**src/rtl/muldiv_unit.sv**
```systemverilog
// -----------------------------------------------------------------------------
// muldiv_unit
// Iterative multiply/divide unit with architectural HI/LO registers for the
// MIPS datapath. Executes MULT/MULTU (shift-add) and DIV/DIVU (restoring
// shift-subtract) over WIDTH+1 cycles behind a Start/Busy/Done handshake.
// It also services MTHI/MTLO and presents HI/LO continuously for MFHI/MFLO.
//
// Configuration macro: MULDIV_DIV_EN
//   defined   : DIV/DIVU implemented
//   undefined : divider datapath removed, Start with Op=1x is ignored
//
// Ports
//   Clk       : clock, rising edge
//   Reset_n   : asynchronous active-low reset
//   Start     : launch Op (sampled only in IDLE)
//   Op        : 00 MULT, 01 MULTU, 10 DIV, 11 DIVU
//   OperandA  : rs - multiplicand/dividend, MTHI/MTLO data
//   OperandB  : rt - multiplier/divisor
//   HiWrite   : MTHI (IDLE with Start low only)
//   LoWrite   : MTLO (IDLE with Start low only)
//   Busy      : operation in progress
//   Done      : one-cycle pulse, HI/LO just written by an operation
//   Hi, Lo    : architectural HI/LO
// -----------------------------------------------------------------------------
module muldiv_unit #(
   parameter int WIDTH = 32
) (
   input  logic             Clk,
   input  logic             Reset_n,
   input  logic             Start,
   input  logic [1:0]       Op,
   input  logic [WIDTH-1:0] OperandA,
   input  logic [WIDTH-1:0] OperandB,
   input  logic             HiWrite,
   input  logic             LoWrite,
   output logic             Busy,
   output logic             Done,
   output logic [WIDTH-1:0] Hi,
   output logic [WIDTH-1:0] Lo
);

   localparam int CW = $clog2(WIDTH + 1);

   typedef enum logic [1:0] {
      S_IDLE  = 2'd0,
      S_RUN   = 2'd1,
      S_FIXUP = 2'd2
   } state_t;

   // Two's complement negation helpers
   function automatic logic [WIDTH-1:0] neg_w(input logic [WIDTH-1:0] x);
      return ~x + {{(WIDTH-1){1'b0}}, 1'b1};
   endfunction

   function automatic logic [2*WIDTH-1:0] neg_2w(input logic [2*WIDTH-1:0] x);
      return ~x + {{(2*WIDTH-1){1'b0}}, 1'b1};
   endfunction

   state_t           state_q, state_d;
   logic [CW-1:0]    cnt_q, cnt_d;
   // wk_hi: partial product high half / partial remainder
   // wk_lo: multiplier being shifted out / dividend in, quotient out
   logic [WIDTH-1:0] wk_hi_q, wk_hi_d;
   logic [WIDTH-1:0] wk_lo_q, wk_lo_d;
   logic [WIDTH-1:0] b_q, b_d;
   logic             neg_q_q, neg_q_d;     // negate product / quotient
   logic [WIDTH-1:0] hi_q, hi_d;
   logic [WIDTH-1:0] lo_q, lo_d;
   logic             busy_q;
   logic             done_q;

   logic             op_signed_s;
   logic             a_neg_s;
   logic             b_neg_s;
   logic [WIDTH-1:0] a_mag_s;
   logic [WIDTH-1:0] b_mag_s;
   logic             op_ok_s;
   logic             accept_s;
   logic [WIDTH:0]   mul_sum_s;
   logic [2*WIDTH-1:0] prod_s;

   assign op_signed_s = ~Op[0];
   assign a_neg_s     = op_signed_s & OperandA[WIDTH-1];
   assign b_neg_s     = op_signed_s & OperandB[WIDTH-1];
   assign a_mag_s     = a_neg_s ? neg_w(OperandA) : OperandA;
   assign b_mag_s     = b_neg_s ? neg_w(OperandB) : OperandB;

`ifdef MULDIV_DIV_EN
   assign op_ok_s = 1'b1;
`else
   assign op_ok_s = ~Op[1];
`endif

   assign accept_s = (state_q == S_IDLE) & Start & op_ok_s;

   // Shift-add step: add multiplicand when the current multiplier bit is set,
   // then shift the whole {carry, hi, lo} chain right by one.
   assign mul_sum_s = {1'b0, wk_hi_q} + {1'b0, (wk_lo_q[0] ? b_q : {WIDTH{1'b0}})};

   assign prod_s = neg_q_q ? neg_2w({wk_hi_q, wk_lo_q}) : {wk_hi_q, wk_lo_q};

`ifdef MULDIV_DIV_EN
   logic             is_div_q, is_div_d;
   logic             neg_r_q, neg_r_d;     // remainder follows dividend sign
   logic             dz_q, dz_d;           // divisor was zero
   logic [WIDTH:0]   div_shift_s;
   logic             div_ge_s;
   logic [WIDTH-1:0] div_diff_s;
   logic [WIDTH-1:0] quo_s;
   logic [WIDTH-1:0] rem_s;

   // Restoring step: shift next dividend bit into the partial remainder and
   // subtract the divisor when it fits. The difference is always < divisor,
   // so modulo-2^WIDTH arithmetic on the low bits is exact.
   assign div_shift_s = {wk_hi_q, wk_lo_q[WIDTH-1]};
   assign div_ge_s    = (div_shift_s >= {1'b0, b_q});
   assign div_diff_s  = div_shift_s[WIDTH-1:0] - b_q;

   // Divide by zero yields an all-ones quotient; the remainder path then
   // naturally reproduces the original dividend after sign restoration.
   assign quo_s = dz_q ? {WIDTH{1'b1}} : (neg_q_q ? neg_w(wk_lo_q) : wk_lo_q);
   assign rem_s = neg_r_q ? neg_w(wk_hi_q) : wk_hi_q;
`endif

   // Next-state, iteration datapath and architectural HI/LO update
   always_comb begin
      state_d = state_q;
      cnt_d   = cnt_q;
      wk_hi_d = wk_hi_q;
      wk_lo_d = wk_lo_q;
      b_d     = b_q;
      neg_q_d = neg_q_q;
      hi_d    = hi_q;
      lo_d    = lo_q;
`ifdef MULDIV_DIV_EN
      is_div_d = is_div_q;
      neg_r_d  = neg_r_q;
      dz_d     = dz_q;
`endif
      case (state_q)
         S_IDLE: begin
            if (accept_s) begin
               state_d = S_RUN;
               cnt_d   = CW'(WIDTH);
               wk_hi_d = {WIDTH{1'b0}};
               wk_lo_d = a_mag_s;
               b_d     = b_mag_s;
               neg_q_d = a_neg_s ^ b_neg_s;
`ifdef MULDIV_DIV_EN
               is_div_d = Op[1];
               neg_r_d  = a_neg_s;
               dz_d     = (OperandB == {WIDTH{1'b0}});
`endif
            end else if (!Start) begin
               if (HiWrite) begin
                  hi_d = OperandA;
               end else begin
                  hi_d = hi_q;
               end
               if (LoWrite) begin
                  lo_d = OperandA;
               end else begin
                  lo_d = lo_q;
               end
            end else begin
               // Start with a disabled op: nothing happens
               state_d = S_IDLE;
            end
         end
         S_RUN: begin
            cnt_d = cnt_q - CW'(1);
            if (cnt_q == CW'(1)) begin
               state_d = S_FIXUP;
            end else begin
               state_d = S_RUN;
            end
`ifdef MULDIV_DIV_EN
            if (is_div_q) begin
               wk_hi_d = div_ge_s ? div_diff_s : div_shift_s[WIDTH-1:0];
               wk_lo_d = {wk_lo_q[WIDTH-2:0], div_ge_s};
            end else begin
               wk_hi_d = mul_sum_s[WIDTH:1];
               wk_lo_d = {mul_sum_s[0], wk_lo_q[WIDTH-1:1]};
            end
`else
            wk_hi_d = mul_sum_s[WIDTH:1];
            wk_lo_d = {mul_sum_s[0], wk_lo_q[WIDTH-1:1]};
`endif
         end
         S_FIXUP: begin
            state_d = S_IDLE;
`ifdef MULDIV_DIV_EN
            if (is_div_q) begin
               hi_d = rem_s;
               lo_d = quo_s;
            end else begin
               hi_d = prod_s[2*WIDTH-1:WIDTH];
               lo_d = prod_s[WIDTH-1:0];
            end
`else
            hi_d = prod_s[2*WIDTH-1:WIDTH];
            lo_d = prod_s[WIDTH-1:0];
`endif
         end
         default: begin
            state_d = S_IDLE;
         end
      endcase
   end

   // State, working and architectural registers; registered Busy/Done
   always_ff @(posedge Clk or negedge Reset_n) begin
      if (!Reset_n) begin
         state_q <= S_IDLE;
         cnt_q   <= {CW{1'b0}};
         wk_hi_q <= {WIDTH{1'b0}};
         wk_lo_q <= {WIDTH{1'b0}};
         b_q     <= {WIDTH{1'b0}};
         neg_q_q <= 1'b0;
         hi_q    <= {WIDTH{1'b0}};
         lo_q    <= {WIDTH{1'b0}};
         busy_q  <= 1'b0;
         done_q  <= 1'b0;
      end else begin
         state_q <= state_d;
         cnt_q   <= cnt_d;
         wk_hi_q <= wk_hi_d;
         wk_lo_q <= wk_lo_d;
         b_q     <= b_d;
         neg_q_q <= neg_q_d;
         hi_q    <= hi_d;
         lo_q    <= lo_d;
         busy_q  <= (state_d != S_IDLE);
         done_q  <= (state_q == S_FIXUP);
      end
   end

`ifdef MULDIV_DIV_EN
   // Divide-only control flags
   always_ff @(posedge Clk or negedge Reset_n) begin
      if (!Reset_n) begin
         is_div_q <= 1'b0;
         neg_r_q  <= 1'b0;
         dz_q     <= 1'b0;
      end else begin
         is_div_q <= is_div_d;
         neg_r_q  <= neg_r_d;
         dz_q     <= dz_d;
      end
   end
`endif

   assign Busy = busy_q;
   assign Done = done_q;
   assign Hi   = hi_q;
   assign Lo   = lo_q;

endmodule

```
**config.mk**
```make
export PLATFORM = sky130hd
export DESIGN_NAME = muldiv_unit
export DESIGN_NICKNAME = d
export VERILOG_FILES = /design/src/rtl/muldiv_unit.sv
export SDC_FILE = /design/constraint.sdc
export NUM_CORES = 1
export LEC_CHECK = 0
export CORE_UTILIZATION = 50
export DETAILED_ROUTE_END_ITERATION = 8
export PLACE_DENSITY_LB_ADDON = 0.12
export REMOVE_ABC_BUFFERS = 1
export SLEW_MARGIN = 0
export SYNTH_ARGS = -nofsm -noshare
export SYNTH_HDL_FRONTEND = slang
export SYNTH_SLANG_ARGS = --single-unit
```
**constraint.sdc**
```tcl
create_clock -name Clk -period 5.2 [get_ports Clk]
set_input_delay 1.04 -clock Clk [delete_from_list [all_inputs] [get_ports Clk]]
set_output_delay 1.04 -clock Clk [all_outputs]
set_load 0.01 [all_outputs]
```
# Word level (Yosys, flattened, before mapping)
# Cells that the tools add are included.
dict set report op_classes {
  n_eq_ne 8
  bitwise 10
  add_sub_neg 5
  reduce_logical 8
  mux 22
}
# operator n
set op_table {}
lappend op_table {{$mux 32} 11}
lappend op_table {{$pmux 32 s2} 4}
lappend op_table {{$add 32x1->32 const B} 2}
lappend op_table {{$add 64x1->64 const B} 1}
lappend op_table {{$mux 64} 1}
lappend op_table {{$not 32->32} 2}
lappend op_table {{$not 64->64} 1}
lappend op_table {{$add 32x32->33} 1}
lappend op_table {{$pmux 6 s2} 1}
lappend op_table {{$ne 2x2->1 const B} 5}
lappend op_table {{$reduce_and 4->1} 2}
lappend op_table {{$eq 6x1->1 const B} 1}
lappend op_table {{$mux 2} 3}
lappend op_table {{$mux 6} 1}
lappend op_table {{$reduce_bool 2->1} 3}
lappend op_table {{$sub 6x1->6 const B} 1}
lappend op_table {{$and 1x1->1} 4}
lappend op_table {{$pmux 2 s2} 1}
lappend op_table {{$reduce_and 2->1} 2}
lappend op_table {{$eq 2x1->1 const B} 1}
lappend op_table {{$eq 2x2->1 const B} 1}
lappend op_table {{$logic_not 2->1} 1}
lappend op_table {{$not 1->1} 2}
lappend op_table {{$xor 1x1->1} 1}
dict set report word_totals {
  reg_bits 171
  inputBits 71
  out_inout_bits 66
}

# Logic depth before layout (Yosys ltp)
# Gate-level depths: netlist (run 1).
dict set report logic_depth {
  word_depth 6
  ltp_mapped 13
  depth_no_buf 12
}

# Least setup slack after synthesis (run 1)
# Ideal clock, no wire load.
dict set report synth_path {
  path_kind {input-to-reg}
  from {input OperandA[6]}
  to {register wk_lo_q[30]}
  required_time_ps 5066
  cell_stages 7
  slack_ps 2021
  arrival_time_ps 3045
  path_cell_list {or4_1 nor3_1 nand4_1 or4_1 nor4_1 mux2i_1 o21ai_1}
}
dict set report synth_between {
  elab_chain_cells 5
}
# element line_no
set synth_lines {}
lappend synth_lines {{start, declared} 32} ;# input logic [WIDTH-1:0] OperandA,
lappend synth_lines {{$not 32->32} 52} ;# return ~x + {{(WIDTH-1){1'b0}}, 1'b1};
lappend synth_lines {{$add 32x1->32} 52}
lappend synth_lines {{$mux 32} 85} ;# assign a_mag_s = a_neg_s ? neg_w(OperandA) : OperandA;
lappend synth_lines {{$mux 32} 142} ;# if (accept_s) begin
lappend synth_lines {{$pmux 32 s2} 140} ;# case (state_q)
lappend synth_lines {{end signal, assigned} 217} ;# wk_lo_q <= {WIDTH{1'b0}};
lappend synth_lines {{end signal, assigned} 228} ;# wk_lo_q <= wk_lo_d;
lappend synth_lines {{end, declared} 64} ;# logic [WIDTH-1:0] wk_lo_q, wk_lo_d;
# No other way between the ends. The select of a mux whose other input is x is not followed.
# A chain may end at the register's enable or synchronous reset.

# Worst setup path in the final report (run 1)
dict set report layout_path {
  from {register wk_lo_q[0]}
  to {register wk_hi_q[25]}
}
dict set report layout_between {
  elab_chain_cells 3
}
# element line_no
set layout_lines {}
lappend layout_lines {{$mux 32} 98} ;# assign mul_sum_s = {1'b0, wk_hi_q} + {1'b0, (wk_lo_q[0] ? b_q : {WIDTH{1'b0}})};
lappend layout_lines {{$add 32x32->33} 98}
lappend layout_lines {{$pmux 32 s2} 140}
lappend layout_lines {{end signal, assigned} 216} ;# wk_hi_q <= {WIDTH{1'b0}};
lappend layout_lines {{end signal, assigned} 227} ;# wk_hi_q <= wk_hi_d;
lappend layout_lines {{end, declared} 63} ;# logic [WIDTH-1:0] wk_hi_q, wk_hi_d;
# No other way between the ends.

==> impl_metrics.tcl, run 1 <==
set metrics [dict create \
    required_ns 5.50 \
    yosys_most_used_dff "dfrtp_1" \
    max-slew-margin-rel 0.229 \
    avgSynthCellArea_um2 8.58 \
    synth.area.top_cells "dfrtp_1 (37%), o21ai_0 (7.6%), xnor2_1 (6.6%), nand2_1 (5.6%), mux2i_1 (4.7%)" \
    gp_congestion 0.905 \
    vias 10196 \
    finalSetupViolations 0 \
    drc 0 \
    totalWireLength_mm 30.5 \
    rsz0062_at_grt "false" \
    dr.pass1.iters 6 \
    place_area_mm2 0.0132 \
    ir_worst_vdd_v 0.000200 \
    cts_resized 0 \
    layout-drive-gt1-share 0.0536 \
    post-dp-hpwl_mm 22.3 \
    finalSetupTns_ns 0 \
    hold_path_depth 2 \
    fp.dieH_um 154 \
    dieArea_mm2 0.0238 \
    cts_tree "done" \
    hp-start "b_q[16]$_DFFE_PN0P_" \
    r2r_slack_ns 1.58 \
    clk_path_buf_depth 2 \
    timing.fmax_mhz 277 \
    synthDistinctLibCells 66 \
    min_period_ns 3.62 \
    hold_viol 0 \
    track_usage 0.260 \
    path_max_fanout 34 \
    grt_pass1_vias 9608 \
    reg2reg_from "wk_lo_q[0]$_DFFE_PN0P_" \
    grt_pass1_wl_mm 49.6 \
    synth_top_area_frac 0.369 \
    syn_inst 1352 \
    grt_max_degree 88 \
    antenna_found_initial 0 \
    cap_violations 0 \
    synth-seq-cells 171 \
    power_density_mw_per_mm2 542 \
    cts_setup_buffers 0 \
    numCtsBuffers 17 \
    reg2reg_depth 11 \
    viasPerCell 5.86 \
    core_area_mm2 0.0227 \
    ys_warn_count 0 \
    path_class "flip-flop to flip-flop" \
    min_period_over_period 0.695 \
    p_leak_nw 5.39 \
    synth.yosys.seq_area_share 0.369 \
    area_growth_pct 18.1 \
    tightest_slew_ns 1.16 \
    grt_overflow_total 0 \
    regToRegEndpoint "wk_hi_q[25]$_DFFE_PN0P_" \
    synth_enable_flop_cells 0 \
    ant_nets 0 \
    worst_setup_path_start_kind "flip-flop" \
    wl_per_cell_um 17.5 \
    cts-root-buf "clkbuf_16" \
    worst_hold_slack_ns 0.472 \
    cp.arrival_ns 3.91 \
    ios 137 \
    syn-cell-area_mm2 0.0116 \
    skew_ns 0.0152 \
    cts_hold_buf 0 \
    status "finished clean" \
    dieWidth_um 154 \
    initial_core_util 0.511 \
    antenna_cells 0 \
    ys_async_sr_fraction 1.00 \
    insertion_delay_ns 0.44 \
    dr.first_iter.drc_count 865 \
    holdPathEnd "b_q[16]$_DFFE_PN0P_" \
    hold_class "flip-flop to flip-flop" \
    fin_nets 1551 \
    clkSinkCount 171 \
    cp-end-kind "flip-flop" \
    cts_htree_levels 4 \
    path_clk_slew_ns 0.07 \
    portBuffers 136 \
    std_cell_rows 55 \
    slew_violations 0 \
    synth_top_cell_by_area "dfrtp_1" \
    final_area_mm2 0.0137 \
]
[how the worst max path moves through the flow]
stage	from	end	slack, ns	cells past startpoint
after floorplan	Start	Hi[23]$_DFFE_PN0P_	0.1	3
after global placement	OperandA[12]	wk_lo_q[30]$_DFFE_PN0P_	1.31	9
after detailed placement	OperandA[12]	wk_lo_q[30]$_DFFE_PN0P_	1.24	9
after CTS	b_q[0]$_DFFE_PN0P_	wk_hi_q[23]$_DFFE_PN0P_	1.67	12
after global routing	wk_lo_q[0]$_DFFE_PN0P_	wk_hi_q[25]$_DFFE_PN0P_	1.40	12
final	wk_lo_q[0]$_DFFE_PN0P_	wk_hi_q[25]$_DFFE_PN0P_	1.58	11
[layout by cell type (no fill, tap or decap), types with 20 or more instances in the layout]
cell	count
mux2i_1	54
nand2_1	174
a21oi_1	78
ha_1	37
a211oi_1	20
a22oi_1	25
o31ai_1	22
dfrtp_1	170
nor2b_1	25
clkdlybuf4s50_1	135
inv_1	23
xnor2_1	87
o21ai_0	177
nor2_1	53
nand3_1	23
xor2_1	52
nor3_1	32
and2_1	34
[per-layer routing]
metal | global-route usage | share of wire | vias up
met5 | 0 | 0 | -
li1 | - | - | 5052
met2 | 0.433 | 0.47 | 294
met3 | 0.0283 | 0.047 | 40
met1 | 0.354 | 0.47 | 4810
met4 | 0.0816 | 0.018 | 0
[per-stage QoR]
step	power [mW]	instances	setup slack, ns	util
floorplan	4.82	1272	0.0964	-
global placement	6.15	1708	1.31	0.579
detailed placement	6.22	1708	1.24	0.579
CTS	7.43	1740	1.67	0.603
global route	7.97	1740	1.40	0.603
finish	7.42	1740	1.58	0.603
[cell usage after synthesis (22+ instances only)]
library cell / n
o21ai_0: 177
nor3_1: 32
mux2i_1: 54
nand2_1: 174
inv_1: 24
clkbuf_1: 69
ha_1: 37
nor2b_1: 25
nand3_1: 23
a22oi_1: 25
nor2_1: 54
dfrtp_1: 171
xor2_1: 52
o31ai_1: 22
xnor2_1: 87
and2_1: 34
a21oi_1: 78
[logic make-up (layout without fill, tap and decap cells)]
logic type,Yosys count,count (layout),share of synthesized area
flip-flops,171,171,0.369
multiplexers,54,54,0.0466
AO/OA/AOI/OAI,404,404,0.212
adder cells (fa/ha/maj),38,38,0.0416
AND/OR/NAND/NOR,442,442,0.192
XOR/XNOR,139,139,0.105
buffers and inverters,104,207,0.0338
[final cells by class]
type | instances | area [um^2]
clock buffer | 18 | 429
clock inverter | 14 | 114
fill | 2039 | 9010
inverter | 24 | 91.3
multi-input combinational | 1077 | 6940
sequential | 171 | 4280
tap | 285 | 357
timing repair buffer | 151 | 1490
[registers in the layout (all words and copies together), names as in the netlist]
register / count
neg_q_q: 1
Done: 1
Hi: 32
Busy: 1
wk_hi_q: 32
state_q: 2
cnt_q: 6
Lo: 32
wk_lo_q: 32
b_q: 32
[critical path, cell delays in order, from the launching register on]
cell and delay (ns):
dfrtp_1 0.39, buf_4 0.23, and2_1 0.17, ha_1 0.34, a21o_1 0.20, a21oi_1 0.18
a21boi_0 0.29, a211oi_1 0.73, a21boi_0 0.30, a41o_1 0.31, a211oi_1 0.24, o41ai_1 0.09
[power breakdown]
part / internal, mW / switching, mW / leakage (nW)
clock network: 0.621 / 0.575 / 0.255
registers: 1.95 / 0.606 / 2.11
logic: 1.70 / 1.96 / 3.03
total: 4.28 / 3.15 / 5.39
Note: power is estimated with default switching activity, not from simulation.
==> run 2, diff against run 1 <==
==> constraint.sdc (replaced) <==
create_clock -name Clk -period 3.4 [get_ports Clk]
set_input_delay 0.68 -clock Clk [delete_from_list [all_inputs] [get_ports Clk]]
set_output_delay 0.68 -clock Clk [all_outputs]
set_load 0.01 [all_outputs]
==> run 2 against run 1 <==
  * Global-route usage grew 1.4 points
  * Sequential power grew 54%
  * Maximum frequency grew 14%
  * Sequential share of layout area shrank 1.3 points
  * Routed wire length grew 3.9%
  * Via count grew 2.7%
  * Hold slack lost 0.20 ns
  * Clock-buffer cell count is the same
==> impl_metrics.tcl, run 2 (synthesis results as in run 1) <==
set metrics [dict create \
    clkSinkCount 171 \
    portBuffers 136 \
    vias 10475 \
    gp_congestion 0.944 \
    cts_htree_levels 4 \
    worst_setup_path_start_kind "flip-flop" \
    path_max_fanout 6 \
    status "finished clean" \
    min_period_ns 3.17 \
    clk_path_buf_depth 2 \
    p_total_mw 11.8 \
    grt_overflow_total 0 \
    path_class "flip-flop to flip-flop" \
    wl_per_cell_um 17.6 \
    final_cells 1804 \
    finalSetupViolations 0 \
    grt_max_degree 79 \
    max-slew-margin-rel 0.416 \
    cap_violations 0 \
    antenna_cells 0 \
    clock_power_share 0.168 \
    cts-root-buf "clkbuf_16" \
    tightest_slew_ns 0.877 \
    timing.fmax_mhz 316 \
    final_common_cell "o21ai_0" \
    cp.arrival_ns 3.45 \
    cts_resized 0 \
    worst_hold_slack_ns 0.271 \
    path_clk_slew_ns 0.07 \
    dr.first_iter.drc_count 719 \
    antenna_found_initial 0 \
    p_leak_nw 5.74 \
    placedCellCount 1772 \
    skew_ns 0.0131 \
    dieArea_mm2 0.0238 \
    maxUsedRoutingLayer "met4" \
    track_usage 0.274 \
    wl_met2_mm 15.0 \
    postLayoutSetupSlackWorst_ns 0.235 \
    power_density_mw_per_mm2 821 \
    insertion_delay_ns 0.44 \
    hold_viol 0 \
    dr_wl_met3_mm 1.44 \
    switching_power_mw 4.92 \
    final_util 0.630 \
    p_int_mw 6.84 \
    reg2reg_depth 9 \
    ir_worst_vdd_v 0.000377 \
    cts_setup_buffers 0 \
    initial_core_util 0.511 \
    slew_violations 0 \
    std_cell_rows 55 \
    viasPerCell 5.81 \
    dieWidth_um 154 \
    dr.pass1.iters 5 \
    ant_nets 0 \
    cp-end-kind "flip-flop" \
    layout-drive-gt1-share 0.0994 \
    pwr-share-seq 0.336 \
    grt_pass1_vias 10105 \
    drc 0 \
    ios 137 \
    hold_class "input pin to async pin" \
    fin_nets 1615 \
    rsz0062_at_grt "false" \
    min_period_over_period 0.931 \
    fp.dieH_um 154 \
    final_cell_mix "o21ai_0 (177), nand2_1 (174), dfrtp_1 (170), clkdlybuf4s50_1 (135), xnor2_1 (87)" \
    place_ws_ns 0.0856 \
    regToRegEndpoint "Hi[31]$_DFFE_PN0P_" \
    grt_pass1_wl_mm 52.0 \
    totalWireLength_mm 31.7 \
    numCtsBuffers 17 \
    area_growth_pct 23.4 \
    reg2reg_from "wk_lo_q[0]$_DFFE_PN0P_" \
    cts_hold_buf 0 \
    swShare 0.418 \
    drt-met1-wl_mm 14.6 \
    p_comb_frac 0.496 \
    r2r_slack_ns 0.23 \
    cts_tree "done" \
    core_area_mm2 0.0227 \
    required_ns 3.68 \
    post-dp-hpwl_mm 23.9 \
]
==> run 2: cell type report <==
type / count / area [um^2]
clock buffer: 18 / 439
clock inverter: 14 / 151
fill: 1966 / 8390
inverter: 24 / 91.3
multi-input combinational: 1077 / 6980
sequential: 171 / 4280
tap: 285 / 357
timing repair buffer: 215 / 2020
==> run 2: metal layers <==
| metal | global-route usage | vias up |
|---|---|---|
| li1 | - | 5167 |
| met1 | 0.371 | 4949 |
| met2 | 0.458 | 308 |
| met3 | 0.0347 | 51 |
| met4 | 0.0844 | 0 |
| met5 | 0 | - |
==> run 2: worst max-delay path by stage <==
stage                           startpoint                       to  slack (ns)  cells after the start
detailed placement             OperandB[8]      b_q[27]$_DFFE_PN0P_        0.09                      9
finish              wk_lo_q[0]$_DFFE_PN0P_       Hi[31]$_DFFE_PN0P_        0.23                      9
global placement               OperandB[8]      b_q[27]$_DFFE_PN0P_        0.11                      9
floorplan                            Start       Hi[23]$_DFFE_PN0P_       -1.34                      3
global route        wk_lo_q[0]$_DFFE_PN0P_       Hi[31]$_DFFE_PN0P_        0.03                      9
CTS                 wk_lo_q[0]$_DFFE_PN0P_  wk_hi_q[30]$_DFFE_PN0P_        0.15                     12
==> run 2: power by group through the flow <==
stage	registers [mW]	logic [mW]	clock network, mW
after detailed placement	3.96	5.78	0
final	3.95	5.84	1.97
after CTS	3.93	5.81	1.99
after global routing	4.09	6.45	2.08
after floorplan	3.94	3.43	0
after global placement	3.94	5.71	0
==> run 2: worst max-delay path: stages (launching register included) <==
cell	delay [ns]
dfrtp_1	0.39
buf_4	0.15
or4_1	0.61
or4_4	0.54
nor2_2	0.21
nand2_2	0.09
or4_4	0.51
o41ai_2	0.25
xor2_1	0.19
a21oi_1	0.08
==> run 2: through the flow <==
step           setup TNS [ns]  cell area [um^2]
2_1_floorplan          -83.48             11300
3_3_place_gp                0             13700
3_5_place_dp                0             13700
4_1_cts                     0             14300
5_1_grt                     0             14300
6_report                    0             14300
==> run 3, diff against run 2 <==
--- a/config.mk
+++ b/config.mk
@@ -7,6 +7,7 @@
 export LEC_CHECK = 0
 export CORE_UTILIZATION = 50
 export DETAILED_ROUTE_END_ITERATION = 8
+export GPL_TIMING_DRIVEN = 0
 export PLACE_DENSITY_LB_ADDON = 0.12
 export REMOVE_ABC_BUFFERS = 1
 export SLEW_MARGIN = 0
==> run 3 against run 2 <==
  * Flip-flop and latch count is the same
  * Sequential share of layout area grew 0.48 points
  * Routed wire length decreased by 3.9%
  * Die area stayed put
  * Cell area shrank 1.5%
  * Sequential power barely moved
  * Total power fell by 0.99%
  * Clock-buffer cell count rose by 1
  * Cell count fell by 2.7%
  * Largest power group unchanged
  * Highest routed layer unchanged
==> impl_metrics.tcl, run 3 (synthesis results as in run 1) <==
set metrics [dict create \
    status "finished clean" \
    clk_path_buf_depth 2 \
    worst_setup_path_start_kind "flip-flop" \
    wl_per_cell_um 17.4 \
    p_total_mw 11.6 \
    min_period_over_period 0.996 \
    post-dp-hpwl_mm 21.9 \
    placedCellCount 1706 \
    postLayoutSetupSlackWorst_ns 0.0140 \
    numCtsBuffers 17 \
    vias 10330 \
    drc 0 \
    path_class "flip-flop to flip-flop" \
    tightest_slew_ns 1.27 \
    viasPerCell 5.89 \
    dr.first_iter.drc_count 869 \
    regToRegEndpoint "Hi[25]$_DFFE_PN0P_" \
    cts-root-buf "clkbuf_16" \
    max-slew-margin-rel 0.150 \
    pwr-share-seq 0.340 \
    gp_congestion 0.920 \
    reg2reg_depth 8 \
    p_comb_frac 0.497 \
    fp.dieH_um 154 \
    insertion_delay_ns 0.44 \
    r2r_slack_ns 0.01 \
    layout-drive-gt1-share 0.0776 \
    cts_hold_buf 0 \
    portBuffers 136 \
    slew_violations 0 \
    cp-startpoint "wk_lo_q[0]$_DFFE_PN0P_" \
    cap_violations 0 \
    skew_ns 0.0105 \
    dieWidth_um 154 \
    min_period_ns 3.39 \
    dieArea_mm2 0.0238 \
    cts_htree_levels 4 \
    p_int_mw 6.79 \
    grt_overflow_total 0 \
    num-fill-cells 1980 \
    path_clk_slew_ns 0.07 \
    rsz0062_at_grt "true" \
    cp-end-kind "flip-flop" \
    finalSetupViolations 0 \
    ios 137 \
    path_max_fanout 6 \
    std_cell_rows 55 \
    p_leak_nw 5.54 \
    grt_pass1_vias 9690 \
    ir_worst_vdd_v 0.000310 \
    final_area_mm2 0.0141 \
    cp.arrival_ns 3.71 \
    antenna_cells 0 \
    track_usage 0.258 \
    final_cell_mix "o21ai_0 (177), nand2_1 (174), dfrtp_1 (169), clkdlybuf4s50_1 (135), xnor2_1 (87)" \
    core_area_mm2 0.0227 \
    clkSinkCount 171 \
    swShare 0.417 \
    hold_class "input pin to async pin" \
    switching_power_mw 4.86 \
    clock_power_share 0.164 \
    initial_core_util 0.511 \
    area_growth_pct 21.6 \
    hold_viol 0 \
    totalWireLength_mm 30.5 \
    timing.fmax_mhz 295 \
    ant_nets 0 \
    cts_tree "done" \
    final_cells 1755 \
    required_ns 3.72 \
    antenna_found_initial 0 \
    final_common_cell "o21ai_0" \
    power_density_mw_per_mm2 826 \
    dr.pass1.iters 5 \
    place_ws_ns -0.714 \
    grt_max_degree 93 \
    grt_pass1_wl_mm 49.3 \
    place_area_mm2 0.0133 \
    reg2reg_from "wk_lo_q[0]$_DFFE_PN0P_" \
    fin_nets 1566 \
]
run 3: cell count changes in the layout (fill, tap and decap cells not counted), moves of 3 or more:
cell | before | now
buf_4 | 74 | 14
buf_6 | 1 | 7
ha_1 | 34 | 37
ha_2 | 3 | 0
inv_8 | 4 | 0
run 3: cell type report:
type / instances / area (um^2) / area share
Timing Repair Buffer: 166 / 1720 / 0.122
Clock buffer: 19 / 453 / 0.0321
Clock inverter: 13 / 119 / 0.00843
Inverter: 24 / 92.6 / 0.00657
Sequential cell: 171 / 4280 / 0.304
Tap cell: 285 / 357 / 0.0253
Multi-Input combinational cell: 1077 / 7080 / 0.502
run 3: power by group through the flow:
stage	Combinational [mW]	Sequential [mW]	Clock, mW
final	5.78	3.96	1.90
after global routing	6.38	4.08	2.02
after CTS	5.60	3.96	1.94
after detailed placement	5.56	3.98	0
after global placement	5.33	4.03	0
after floorplan	3.43	3.94	0
run 3: metal layers:
layer / vias to the layer above / track usage / share of wire
li1: 5077 / - / -
met1: 4835 / 0.353 / 0.46
met2: 361 / 0.413 / 0.46
met3: 57 / 0.0398 / 0.053
met4: 0 / 0.0990 / 0.025
met5: - / 0 / 0
run 3: what timing repair did:
action	4_1_cts	5_1_grt
resized for setup	7	20
cloned	0	0
setup endpoints to repair	38	20
pin swaps	1	9
buffers inserted	0	17
run 3: worst max path at each step:
stage                              end  slack (ns)  cells past startpoint
3_3_place_gp       b_q[30]$_DFFE_PN0P_       -5.51                      1
6_report            Hi[25]$_DFFE_PN0P_        0.01                      8
2_1_floorplan       Hi[23]$_DFFE_PN0P_       -1.34                      3
3_5_place_dp   wk_hi_q[23]$_DFFE_PN0P_       -0.71                     12
5_1_grt             Hi[25]$_DFFE_PN0P_       -0.04                      8
4_1_cts        wk_hi_q[23]$_DFFE_PN0P_       -0.07                     12
run 3: per-stage QoR:
step	util	TNS, ns	hold WS (ns)
2_1_floorplan	-	-83.48	0.384
3_3_place_gp	0.573	-1221.80	0.453
3_5_place_dp	0.584	-9.74	0.463
4_1_cts	0.610	-0.0929	0.256
5_1_grt	0.621	-0.0895	0.269
6_report	0.621	0	0.209
run 3: critical path: stages (launching register included):
cell and delay [ns]:
dfrtp_4 0.53, buf_12 0.15, or4_4 0.55, or4_4 0.62
or3_4 0.43, or3_4 0.44, o31ai_4 0.23, xor2_2 0.24
a21oi_2 0.07
